### config.mk
export PLATFORM = sky130hd
export DESIGN_NAME = bool_sweep_ctrl
export DESIGN_NICKNAME = d
export VERILOG_FILES = /design/src/rtl/bool_sweep_ctrl.sv
export SDC_FILE = /design/constraint.sdc
export NUM_CORES = 1
export LEC_CHECK = 0
export BUFFER_PORTS_ARGS = -buffer_cell sky130_fd_sc_hd__buf_2
export CAP_MARGIN = 30
export CORE_MARGIN = 4
export CORE_UTILIZATION = 30
export CTS_BUF_LIST = sky130_fd_sc_hd__clkbuf_4 sky130_fd_sc_hd__clkbuf_8
export CTS_CLUSTER_SIZE = 16
export DETAILED_ROUTE_END_ITERATION = 6
export SLEW_MARGIN = 40
export SYNTH_ARGS = -nofsm -noshare
export SYNTH_HDL_FRONTEND = slang
export SYNTH_SLANG_ARGS = --single-unit
### constraint.sdc
create_clock -name clk -period 4 [get_ports clk]
set_clock_uncertainty 0.05 [all_clocks]
set_input_delay 0.2 -clock clk [delete_from_list [all_inputs] [get_ports clk]]
set_output_delay 0.2 -clock clk [all_outputs]
set_load 0.02 [all_outputs]
### src/rtl/bool_sweep_ctrl.sv
// bool_sweep_ctrl: sweeps abcd through all 16 vectors, tabulating and counting five boolean functions
module bool_sweep_ctrl #(
  parameter int SETTLE_CYCLES = 1
) (
  input  logic       clk,
  input  logic       rst,
  input  logic       start,
  input  logic       abort,
  input  logic [3:0] rd_addr,
  output logic [3:0] abcd,
  output logic       busy,
  output logic       done,
  output logic       aborted,
  output logic [4:0] rd_data,
  output logic [4:0] cnt1,
  output logic [4:0] cnt2,
  output logic [4:0] cnt3,
  output logic [4:0] cnt4,
  output logic [4:0] cnt5
);
  typedef enum logic [1:0] {IDLE, DRIVE, SAMPLE, DONE} state_t;
  localparam logic [3:0] SETTLE_LAST = 4'(SETTLE_CYCLES - 1);
  state_t     state, state_nx;
  logic [3:0] settle;
  logic [4:0] tbl [16];
  logic [4:0] cnt [5];
  logic [4:0] y;
  logic       a, b, c, d;
  assign {a, b, c, d} = abcd;
  assign y = {~((a | b) ^ (c & ~d)),
              (a & (~b | c)) ^ (d & (b | ~c)),
              (a & b) | (b & c) | (a & c),
              ~((a & b) | (c & ~d)),
              (a ^ b) & (c | ~d)};
  assign busy    = (state == DRIVE) || (state == SAMPLE);
  assign done    = state == DONE;
  assign rd_data = tbl[rd_addr];
  assign cnt1    = cnt[0];
  assign cnt2    = cnt[1];
  assign cnt3    = cnt[2];
  assign cnt4    = cnt[3];
  assign cnt5    = cnt[4];
  // next state: start only matters in IDLE, abort only cancels a running sweep
  always_comb begin
    state_nx = state;
    case (state)
      IDLE:    state_nx = start ? DRIVE : IDLE;
      DRIVE:   state_nx = abort ? IDLE : (settle == SETTLE_LAST) ? SAMPLE : DRIVE;
      SAMPLE:  state_nx = abort ? IDLE : (abcd == 4'hf) ? DONE : DRIVE;
      default: state_nx = IDLE;
    endcase
  end
  // state register
  always_ff @(posedge clk or posedge rst) begin
    if (rst) state <= IDLE;
    else     state <= state_nx;
  end
  // vector, settle timer, result table, counters and abort flag
  always_ff @(posedge clk or posedge rst) begin
    if (rst) begin
      abcd    <= '0;
      settle  <= '0;
      aborted <= 1'b0;
      for (int i = 0; i < 16; i++) tbl[i] <= '0;
      for (int i = 0; i < 5; i++) cnt[i] <= '0;
    end else begin
      case (state)
        IDLE: if (start) begin
          abcd    <= '0;
          settle  <= '0;
          aborted <= 1'b0;
          for (int i = 0; i < 5; i++) cnt[i] <= '0;
        end
        DRIVE: if (abort) aborted <= 1'b1;
          else settle <= settle + 4'd1;
        SAMPLE: if (abort) aborted <= 1'b1;
          else begin
            tbl[abcd] <= y;
            for (int i = 0; i < 5; i++) cnt[i] <= cnt[i] + 5'(y[i]);
            if (abcd != 4'hf) begin
              abcd   <= abcd + 4'd1;
              settle <= '0;
            end
          end
        default: ;
      endcase
    end
  end
endmodule

==> impl_metrics.env, run 1 <==
export IMPL_hold_path_class="primary input to register"
export IMPL_final_period_minus_worst_setup_slack_ns=2.60
export IMPL_n_antenna_cell=0
export IMPL_synth_most_common_cell="sky130_fd_sc_hd__dfrtp_1"
export IMPL_max_slew_margin_rel_pct=49.4
export IMPL_yosysWarningCount=0
export IMPL_synthDistinctLibCells=41
export IMPL_synthTopCellsByArea="sky130_fd_sc_hd__dfrtp_1 53%, sky130_fd_sc_hd__mux4_2 8.3%, sky130_fd_sc_hd__nand2_1 6.3%"
export IMPL_placement_rows=49
export IMPL_top_level_ports=45
export IMPL_fp_dieH_um=143
export IMPL_dieWidth_um=143
export IMPL_arrival_time_at_the_worst_endpoint_ns=2.83
export IMPL_grt_remaining_overflow=0
export IMPL_detail_route_drc_violations=0
export IMPL_grt_first_pass_wirelength_um=21400
export IMPL_core_area_sq_um=17900
export IMPL_cts_made_buffers=17
export IMPL_placedInstanceArea_sq_um=5930
export IMPL_critical_path_startpoint_type="register"
export IMPL_drt_wl_total_um=12900
export IMPL_setup_viol=0
export IMPL_worst_endpoint_required_ns=4.22
export IMPL_clk_transition_reported_paths_ns=0.07
export IMPL_synthArstFlopShare_pct=100
export IMPL_via_count=3922
export IMPL_dp_hpwl_um=9130
export IMPL_flow_area_growth_from_synthesis_pct=15.8
export IMPL_pwr_density_cell_nw_per_um2=452
export IMPL_ys_seq_area_share_pct=53.2
export IMPL_grt_start_max_net_pins=43
export IMPL_grt_pass1_vias=4107
export IMPL_vdd_ir_drop_worst_uv=328
export IMPL_mappedNetlistArea_sq_um=5460
export IMPL_post_synth_inst_count=509
export IMPL_worst_setup_path_type="register to register"
export IMPL_detail_route_wl_per_cell_um=16.1
export IMPL_ys_flop_type="sky130_fd_sc_hd__dfrtp_1"
export IMPL_critical_path_max_fanout=10
export IMPL_p_leak_nw=2.99
export IMPL_rsz0062_at_grt="no"
export IMPL_htreeDepth=4
export IMPL_tritoncts_clock_tree="built"
export IMPL_timing_hold_violations_final=0
export IMPL_number_of_nets_in_the_layout=594
export IMPL_drive_above_1_share_pct=18.8
export IMPL_numClockSinks=116
export IMPL_synth_seq_cells=116
export IMPL_synth_enable_flop_cells=0
export IMPL_dr_pass1_iters=4
export IMPL_groute_usage_overall_pct=13.3
export IMPL_cts_root_buf="sky130_fd_sc_hd__clkbuf_8"
export IMPL_viasPerCell=4.89
export IMPL_synth_cells_most_frequent="116 x sky130_fd_sc_hd__dfrtp_1, 91 x sky130_fd_sc_hd__nand2_1, 59 x sky130_fd_sc_hd__o21ai_0"
export IMPL_synth_top_cell_area_share_pct=53.2
export IMPL_post_route_period_util_pct=65.1
export IMPL_final_design_area_no_fill_sq_um=6320
export IMPL_max_slew_violation_total_from_the_final_report=0
export IMPL_max_freq_ghz=0.384
export IMPL_initialDrtViolationCount=296
export IMPL_max_cap_violations=0
export IMPL_clock_tree_buffer_depth=2
export IMPL_final_cell_count_no_fill=802
export IMPL_setup_worst_path_end_class="register"
export IMPL_run_status="finished, final reports clean"
export IMPL_numPlacedInstances=769
export IMPL_totalNegativeSetupSlack_ns=0
export IMPL_initial_util_pct=30.5
export IMPL_syn_avg_cell_area_sq_um=10.7
export IMPL_antenna_found_initial=0
export IMPL_cell_accounting_for_the_most_synthesized_area="sky130_fd_sc_hd__dfrtp_1"
export IMPL_fp_dieArea_sq_um=20400
export IMPL_max_slew_worst_pin_slew_ns=0.759
export IMPL_port_buffers=44
export IMPL_route_antenna_remaining_nets=0
export IMPL_synth_fp_nets=543
export IMPL_num_fill_cells=1829
export IMPL_clkLatencyLatePin_ns=0.42
export IMPL_finalWeightedCongestion=0.830
[layout make-up]
class                           count  area, sq um  share of cell area [%]
Clock buffer                       23          304                    4.81
Clock inverter                      9         77.6                    1.23
Inverter                           16         62.6                   0.990
Multi-Input combinational cell    361         2430                    38.5
Sequential cell                   116         2900                    45.9
Tap cell                          229          287                    4.53
Timing Repair Buffer               48          255                    4.04
[flip-flops by register name (all words and copies together), names as in the netlist]
signal / cells
aborted: 1
state: 2
cnt5: 5
cnt1: 5
cnt3: 5
cnt2: 5
cnt4: 5
settle: 4
abcd: 4
tbl: 80
[per-layer routing]
| metal | part of all wire (%) | global-route usage (%) | vias to the layer above |
|---|---|---|---|
| met1 | 47 | 18.1 | 1945 |
| li1 | - | - | 1889 |
| met3 | 4.7 | 3.48 | 9 |
| met5 | 0 | 0 | - |
| met4 | 0.74 | 3.55 | 0 |
| met2 | 47 | 21.1 | 79 |
[critical path: stages, from the launching register on]
cell and delay [ns]:
sky130_fd_sc_hd__dfrtp_1 0.50, sky130_fd_sc_hd__inv_1 0.16, sky130_fd_sc_hd__ha_1 0.32, sky130_fd_sc_hd__xnor2_1 0.56
sky130_fd_sc_hd__inv_1 0.11, sky130_fd_sc_hd__ha_1 0.21, sky130_fd_sc_hd__ha_1 0.21, sky130_fd_sc_hd__nand4_1 0.11
sky130_fd_sc_hd__xor2_1 0.17, sky130_fd_sc_hd__nor2_1 0.05
[layout by cell type, fill, tap and decap left out, drive strengths merged]
cell,synthesis,final
o21a,1,1
nor2b,6,6
or2,3,3
bufinv,0,1
nor2,17,17
xnor2,3,3
clkinv,0,5
o31ai,1,1
mux2i,2,2
clkbuf,10,23
a21oi,11,11
o21bai,1,1
or4b,1,1
mux4,20,20
o211ai,2,2
and2,8,8
a22o,10,10
o21ai,83,83
buf,6,47
or3,4,4
a22oi,5,5
dfrtp,116,116
inv,16,16
a221o,1,1
nand4b,1,1
and3,7,7
xor2,11,11
nand4,1,1
nand2b,5,5
clkinvlp,0,3
a31oi,1,1
nand3b,1,1
nor3,2,2
mux2,1,1
nand2,91,91
dlygate4sd3,0,1
and3b,1,1
ha,26,26
nand3,34,34
[cell families after synthesis]
group / count (synthesis) / share of synthesized area, %
simple gates: 182 / 15.5
xor+xnor: 14 / 2.25
buf+inv: 32 / 2.29
compound gates: 116 / 12.0
flops: 116 / 53.2
mux: 23 / 8.83
fa+ha+maj: 26 / 5.96
[stage by stage]
| stage | hold slack (ns) | worst slack (ns) | power, mW | util, % |
|---|---|---|---|---|
| floorplan | 0.311 | 0.678 | 1.70 | - |
| CTS | 0.0481 | 1.39 | 2.89 | 35.3 |
| detailed placement | 0.199 | 1.40 | 1.85 | 33.1 |
| global route | 0.0700 | 1.20 | 3.02 | 35.3 |
| global placement | 0.187 | 1.54 | 1.83 | 33.1 |
| finish | 0.0793 | 1.40 | 2.85 | 35.3 |
[where the power goes]
part,total [mW],switching [mW],internal (mW)
Clock,1.03,0.465,0.566
Sequential,1.30,0.0575,1.24
Combinational,0.522,0.346,0.176
Total,2.85,0.869,1.98
[final timing paths]
path | cells past startpoint | slack (ns) | to | start
setup / recovery | 9 | 1.40 | cnt5[4]$_DFFE_PP0P_ | abcd[2]$_DFFE_PP0P_
hold reg to reg | 1 | 0.42 | tbl[7]$_DFFE_PP0P_ | tbl[7]$_DFFE_PP0P_
max in group asynchronous | 4 | 2.70 | tbl[53]$_DFFE_PP0P_ | rst
min in group asynchronous | 3 | 0.29 | cnt2[0]$_DFFE_PP0P_ | rst
setup reg to reg | 9 | 1.40 | cnt5[4]$_DFFE_PP0P_ | abcd[2]$_DFFE_PP0P_
hold / removal | 3 | 0.08 | state[0]$_DFF_PP0_ | start
[repair_timing]
item | in CTS | in global routing
setup endpoints to repair | 0 | 0
hold endpoints to repair | 33 | 0
hold buffers | 1 | 0
setup buffers | 0 | 0
gates resized for setup | 0 | 0
(Power assumes the default switching activity.)
==> run 2: changes to the inputs <==
--- a/config.mk
+++ b/config.mk
@@ -5,6 +5,7 @@
 export SDC_FILE = /design/constraint.sdc
 export NUM_CORES = 1
 export LEC_CHECK = 0
+export ABC_AREA = 1
 export BUFFER_PORTS_ARGS = -buffer_cell sky130_fd_sc_hd__buf_2
 export CAP_MARGIN = 30
 export CORE_MARGIN = 4
==> constraint.sdc (replaced) <==
create_clock -name clk -period 2.55 [get_ports clk]
set_clock_uncertainty 0.05 [all_clocks]
set_input_delay 0.1275 -clock clk [delete_from_list [all_inputs] [get_ports clk]]
set_output_delay 0.1275 -clock clk [all_outputs]
set_load 0.02 [all_outputs]
==> run 2 against run 1 <==
Compared with the run above: sequential power is 59% higher; global-route usage is 1.3 points higher; routed wire length is 20% higher; worst hold slack better by 0.26 ns; worst setup slack worse by 1.1 ns; largest cell class unchanged; sequential share of layout area is 5.5 points lower; final cell count is 41% higher.
==> impl_metrics.env, run 2 <==
export IMPL_dieWidth_um=151
export IMPL_syn_avg_cell_area_sq_um=7.75
export IMPL_grt_first_pass_wirelength_um=25900
export IMPL_clk_transition_reported_paths_ns=0.07
export IMPL_final_period_minus_worst_setup_slack_ns=2.25
export IMPL_drt_wl_total_um=15400
export IMPL_critical_path_max_fanout=11
export IMPL_synth_seq_cells=116
export IMPL_cts_root_buf="sky130_fd_sc_hd__clkbuf_8"
export IMPL_initial_util_pct=30.4
export IMPL_ys_flop_type="sky130_fd_sc_hd__dfrtp_1"
export IMPL_synthDistinctLibCells=27
export IMPL_groute_usage_overall_pct=14.6
export IMPL_vdd_ir_drop_worst_uv=574
export IMPL_synth_top_family_by_area="simple AND/OR/NAND/NOR gates"
export IMPL_synth_compound_area_share_pct=8.65
export IMPL_via_count=5127
export IMPL_yosysWarningCount=0
export IMPL_largest_register_ffs=80
export IMPL_core_area_sq_um=20200
export IMPL_synth_enable_flop_cells=0
export IMPL_post_route_period_util_pct=88.1
export IMPL_cts_repair_resize_count=0
export IMPL_synthArstFlopShare_pct=100
export IMPL_run_status="finished, final reports clean"
export IMPL_synthTopCellsByArea="sky130_fd_sc_hd__dfrtp_1 47%, sky130_fd_sc_hd__nand2_1 15%, sky130_fd_sc_hd__nand3_1 8.8%"
export IMPL_num_fill_cells=2160
export IMPL_flow_area_growth_from_synthesis_pct=17.0
export IMPL_grt_remaining_overflow=0
export IMPL_layout_cells_most_common_list="238 x sky130_fd_sc_hd__nand2_1, 116 x sky130_fd_sc_hd__dfrtp_1, 108 x sky130_fd_sc_hd__nand3_1, 106 x sky130_fd_sc_hd__inv_1, 72 x sky130_fd_sc_hd__o21ai_0"
export IMPL_totalNegativeSetupSlack_ns=0
export IMPL_synth_cells_most_frequent="238 x sky130_fd_sc_hd__nand2_1, 116 x sky130_fd_sc_hd__dfrtp_1, 108 x sky130_fd_sc_hd__nand3_1"
export IMPL_post_synthesis_share_of_cell_area_spent_on_full_adders_half_adders_and_majority_gates_pct=5.30
export IMPL_cpLargestDelayFamily="adder cells"
export IMPL_synth_simple_gate_area_share_pct=28.9
export IMPL_max_slew_worst_pin_slew_ns=0.704
export IMPL_registers_top_by_ff_count="tbl"
export IMPL_viasPerCell=4.55
export IMPL_bufs_and_invs_on_worst_path=3
export IMPL_worst_setup_path_type="register to register"
export IMPL_synth_fp_nets=825
export IMPL_timing_hold_violations_final=0
export IMPL_clock_tree_buffer_depth=2
export IMPL_pwr_density_cell_nw_per_um2=720
export IMPL_grt_pass1_vias=4851
export IMPL_hold_path_class="primary input to async pin"
export IMPL_n_antenna_cell=0
export IMPL_crit_path_max_incr_delay_ns=0.54
export IMPL_setup_viol=0
export IMPL_post_route_util_pct=35.6
export IMPL_placement_rows=52
export IMPL_max_cap_violations=0
export IMPL_cell_accounting_for_the_most_synthesized_area="sky130_fd_sc_hd__dfrtp_1"
export IMPL_max_freq_ghz=0.445
export IMPL_cell_chain_critical_path="inv_1 > ha_1 > inv_1 > nand2_1 > inv_1 > ha_1 > ha_1 > nand3_1 > nand2_1 > nand3_1 > o21ai_0"
export IMPL_arrival_time_at_the_worst_endpoint_ns=2.56
export IMPL_area_sequential_sq_um=2900
export IMPL_mux_share_of_post_synthesis_cell_area_pct=0
export IMPL_max_slew_margin_rel_pct=53.0
export IMPL_max_slew_violation_total_from_the_final_report=0
export IMPL_htreeDepth=4
export IMPL_tritoncts_clock_tree="built"
export IMPL_multiInputGateArea_sq_um=2680
export IMPL_design_power_total_mw=5.17
export IMPL_port_buffers=44
export IMPL_initialDrtViolationCount=372
export IMPL_top_level_ports=45
export IMPL_hold_worst_slack_ns=0.344
export IMPL_fp_dieArea_sq_um=22800
export IMPL_grt_start_max_net_pins=117
export IMPL_detail_route_wl_per_cell_um=13.7
export IMPL_post_synth_inst_count=791
export IMPL_numClockSinks=116
export IMPL_detail_route_drc_violations=0
export IMPL_clkLatencyLatePin_ns=0.44
export IMPL_mappedNetlistArea_sq_um=6130
export IMPL_dr_pass1_iters=5
export IMPL_synth_xor_area_share_pct=0.836
export IMPL_worst_endpoint_required_ns=2.86
export IMPL_timing_critical_path_slowest_stage_cell="sky130_fd_sc_hd__dfrtp_1"
export IMPL_worst_r2r_setup_slack_ns=0.30
export IMPL_critical_path_startpoint_type="register"
export IMPL_drive_above_1_share_pct=13.4
export IMPL_ys_seq_area_share_pct=47.3
export IMPL_mostFrequentLayoutCell="sky130_fd_sc_hd__nand2_1"
export IMPL_synth_top_cell_area_share_pct=47.3
export IMPL_fp_dieH_um=151
export IMPL_cts_made_buffers=17
export IMPL_p_leak_nw=3.65
export IMPL_route_antenna_remaining_nets=0
export IMPL_antenna_found_initial=0
export IMPL_dp_hpwl_um=10400
export IMPL_finalWeightedCongestion=0.833
export IMPL_rsz0062_at_grt="no"
export IMPL_number_of_nets_in_the_layout=878
export IMPL_synth_most_common_cell="sky130_fd_sc_hd__nand2_1"
export IMPL_setup_worst_path_end_class="register"
run 2: cell types whose count changed in the layout (fill, tap and decap cells not counted), sizes merged, moves of 9 or more:
cell / change
nand3: +74
a22o: -10
nor2: +9
nand2: +150
mux4: -20
inv: +98
nand4: +11
run 2: metrics by stage:
stage               setup slack [ns]  instances  cell area (sq um)
floorplan                      0.266        791               6140
global placement               0.378       1091               6680
detailed placement             0.320       1091               6680
CTS                            0.305       1127               7180
global route                  0.0642       1127               7180
finish                         0.302       1127               7180
run 2: kinds of logic after synthesis:
logic type | after synthesis
AO/OA/AOI/OAI | 105
XOR/XNOR | 5
adder cells (fa/ha/maj) | 26
buffers and inverters | 141
flip-flops | 116
AND/OR/NAND/NOR | 398
run 2: repair_timing:
action,CTS,global route
endpoints found under the hold margin,118,0
buffers inserted,0,0
endpoints found under the setup margin,0,0
hold buffers,4,0
run 2: path summary, 6_finish.rpt:
path                                     start             endpoint  cells past startpoint
hold reg to reg             tbl[2]$_DFFE_PP0P_   tbl[2]$_DFFE_PP0P_                      2
setup reg to reg           abcd[1]$_DFFE_PP0P_  cnt1[4]$_DFFE_PP0P_                     11
min in group clk            tbl[2]$_DFFE_PP0P_   tbl[2]$_DFFE_PP0P_                      2
max in group asynchronous                  rst  cnt2[2]$_DFFE_PP0P_                      4
setup / recovery           abcd[1]$_DFFE_PP0P_  cnt1[4]$_DFFE_PP0P_                     11
hold / removal                             rst  tbl[55]$_DFFE_PP0P_                      4
run 2: worst min-delay path, stage by stage:
cell and delay, ns:
sky130_fd_sc_hd__dlygate4sd3_1 0.53, sky130_fd_sc_hd__buf_2 0.13, sky130_fd_sc_hd__clkinvlp_4 0.07, sky130_fd_sc_hd__buf_12 0.43
run 2: report_power, final:
part | switching (mW) | total, mW | internal (mW)
clock network | 0.755 | 1.97 | 1.21
logic | 0.806 | 1.12 | 0.315
registers | 0.0887 | 2.07 | 1.99
total | 1.65 | 5.17 | 3.52
run 2: area by class of cell:
class / count / share of cell area, %
Inverter: 117 / 6.21
Sequential cell: 116 / 40.4
Multi-Input combinational cell: 534 / 37.4
Clock buffer: 24 / 4.43
Timing Repair Buffer: 58 / 4.85
Tap cell: 270 / 4.71
Clock inverter: 8 / 2.02
run 2: layer usage:
layer | global-route usage (%) | vias to the layer above | routed length [um]
li1 | - | 2628 | -
met1 | 20.9 | 2390 | 7550
met2 | 21.7 | 99 | 6830
met3 | 4.46 | 10 | 877
met4 | 3.26 | 0 | 149
met5 | 0 | - | 0
==> run 3: changes to the inputs <==
==> constraint.sdc (replaced) <==
create_clock -name clk -period 2.55 [get_ports clk]
set_clock_uncertainty 0.05 [all_clocks]
set_input_delay 0 -clock clk [delete_from_list [all_inputs] [get_ports clk]]
set_output_delay 0 -clock clk [all_outputs]
set_load 0.02 [all_outputs]
==> run 3 against run 2 <==
Compared with the run above: register-to-register slack about the same; non-clock buffer count is 2 higher; critical path type unchanged; flip-flop and latch count stayed put; final cell count increased by 0.18%; worst hold slack lost 0.20 ns; power down 6.0%; sequential share of layout area grew 0.38 points; clock power down 15%; first-iteration DRC count up 7.3%.
==> impl_metrics.env, run 3 (synthesis gave the netlist of run 2 again) <==
export IMPL_final_design_area_no_fill_sq_um=7110
export IMPL_antenna_found_initial=0
export IMPL_via_count=5168
export IMPL_viasPerCell=4.58
export IMPL_port_buffers=44
export IMPL_switchingPower_mw=1.65
export IMPL_grt_start_max_net_pins=45
export IMPL_postCtsSetupBuffers=0
export IMPL_top_level_ports=45
export IMPL_run_status="finished, final reports clean"
export IMPL_fp_dieArea_sq_um=22800
export IMPL_drive_above_1_share_pct=13.6
export IMPL_design_power_total_mw=4.86
export IMPL_post_route_period_util_pct=87.9
export IMPL_setup_worst_path_end_class="register"
export IMPL_dp_hpwl_um=10800
export IMPL_flow_area_growth_from_synthesis_pct=15.9
export IMPL_pwr_share_seq_pct=42.7
export IMPL_cell_chain_critical_path="inv_1 > ha_1 > inv_1 > nand2_1 > inv_1 > ha_1 > ha_1 > nand3_1 > nand2_1 > nand3_1 > o21ai_0"
export IMPL_dr_pass1_iters=5
export IMPL_placedInstanceArea_sq_um=6690
export IMPL_vdd_ir_drop_worst_uv=478
export IMPL_max_slew_worst_pin_slew_ns=0.717
export IMPL_largest_register_ffs=80
export IMPL_grt_pass1_vias=4985
export IMPL_final_period_minus_worst_setup_slack_ns=2.24
export IMPL_core_area_sq_um=20200
export IMPL_swShare_pct=33.9
export IMPL_initialDrtViolationCount=399
export IMPL_hold_worst_slack_ns=0.145
export IMPL_worst_setup_path_type="register to register"
export IMPL_groute_usage_overall_pct=14.9
export IMPL_mostFrequentLayoutCell="sky130_fd_sc_hd__nand2_1"
export IMPL_setup_viol=0
export IMPL_totalNegativeSetupSlack_ns=0
export IMPL_timing_hold_violations_final=0
export IMPL_max_cap_violations=0
export IMPL_hold_path_class="primary input to async pin"
export IMPL_initial_util_pct=30.4
export IMPL_cts_root_buf="sky130_fd_sc_hd__clkbuf_8"
export IMPL_internal_power_mw=3.21
export IMPL_registers_top_by_ff_count="tbl"
export IMPL_number_of_nets_in_the_layout=880
export IMPL_max_freq_ghz=0.446
export IMPL_detail_route_wl_per_cell_um=13.8
export IMPL_fp_dieH_um=151
export IMPL_clock_tree_buffer_depth=2
export IMPL_placement_rows=52
export IMPL_rsz0062_at_grt="no"
export IMPL_preCtsSetupSlack_ns=0.302
export IMPL_route_antenna_remaining_nets=0
export IMPL_grt_remaining_overflow=0
export IMPL_clk_transition_reported_paths_ns=0.07
export IMPL_htreeDepth=4
export IMPL_detail_route_drc_violations=0
export IMPL_arrival_time_at_the_worst_endpoint_ns=2.56
export IMPL_comb_power_share_pct=22.8
export IMPL_final_cell_count_no_fill=1129
export IMPL_drt_wl_total_um=15600
export IMPL_max_slew_margin_rel_pct=52.1
export IMPL_critical_path_max_fanout=11
export IMPL_tritoncts_clock_tree="built"
export IMPL_timing_critical_path_slowest_stage_cell="sky130_fd_sc_hd__dfrtp_1"
export IMPL_clock_power_share_pct=34.5
export IMPL_n_antenna_cell=0
export IMPL_post_route_worst_setup_slack_ns=0.308
export IMPL_numPlacedInstances=1093
export IMPL_layout_cells_most_common_list="238 x sky130_fd_sc_hd__nand2_1, 116 x sky130_fd_sc_hd__dfrtp_1, 108 x sky130_fd_sc_hd__nand3_1, 106 x sky130_fd_sc_hd__inv_1, 72 x sky130_fd_sc_hd__o21ai_0"
export IMPL_critical_path_startpoint_type="register"
export IMPL_post_route_util_pct=35.3
export IMPL_grt_first_pass_wirelength_um=26400
export IMPL_max_slew_violation_total_from_the_final_report=0
export IMPL_numClockSinks=116
export IMPL_cts_repair_resize_count=0
export IMPL_pwr_density_cell_nw_per_um2=683
export IMPL_crit_path_max_incr_delay_ns=0.55
export IMPL_worst_endpoint_required_ns=2.86
export IMPL_finalWeightedCongestion=0.856
export IMPL_dieWidth_um=151
export IMPL_cts_made_buffers=17
export IMPL_clkLatencyLatePin_ns=0.45
export IMPL_p_leak_nw=3.63
## run 3: area by class of cell
class	instances	area (sq um)
clock buffer	21	270
clock inverter	11	110
fill	2213	13100
inverter	117	445
multi-input combinational	534	2680
sequential	116	2900
tap	270	338
timing repair buffer	60	363
## run 3: worst max-delay path: cells and delay by family, from the launching register on
kind | cells | cell delay, ns
adder cells (fa/ha/maj) | 3 | 0.62
AND/OR/NAND/NOR | 4 | 0.42
flip-flops | 1 | 0.55
buffers and inverters | 3 | 0.35
AO/OA/AOI/OAI | 1 | 0.16
## run 3: timing repair
| action | 4_1_cts | 5_1_grt |
|---|---|---|
| endpoints found under the setup margin | 0 | 0 |
| hold endpoints to repair | 34 | 0 |
| hold buffers | 4 | 0 |
## run 3: per-layer routing
layer  wire length (um)  GRT usage, %
met1               7790          21.4
met2               6740          21.8
met3                804          4.19
met4                217          4.62
met5                  0             0
## run 3: final timing paths
check	startpoint	end	slack [ns]	depth (start not counted)
max reg2reg	abcd[1]$_DFFE_PP0P_	cnt1[4]$_DFFE_PP0P_	0.31	11
min reg2reg	tbl[17]$_DFFE_PP0P_	tbl[17]$_DFFE_PP0P_	0.40	2
min	rst	tbl[42]$_DFFE_PP0P_	0.14	3
min in group clk	abort	aborted$_DFFE_PP0P_	0.37	4
max in group asynchronous	rst	tbl[51]$_DFFE_PP0P_	1.52	4
max	abcd[1]$_DFFE_PP0P_	cnt1[4]$_DFFE_PP0P_	0.31	11
## run 3: power by group through the flow
stage	clock network, mW	registers, mW	logic [mW]
floorplan	0	2.12	0.798
global placement	0	2.10	1.10
detailed placement	0	2.11	1.11
CTS	1.71	2.07	1.13
global route	1.81	2.09	1.27
finish	1.67	2.07	1.11
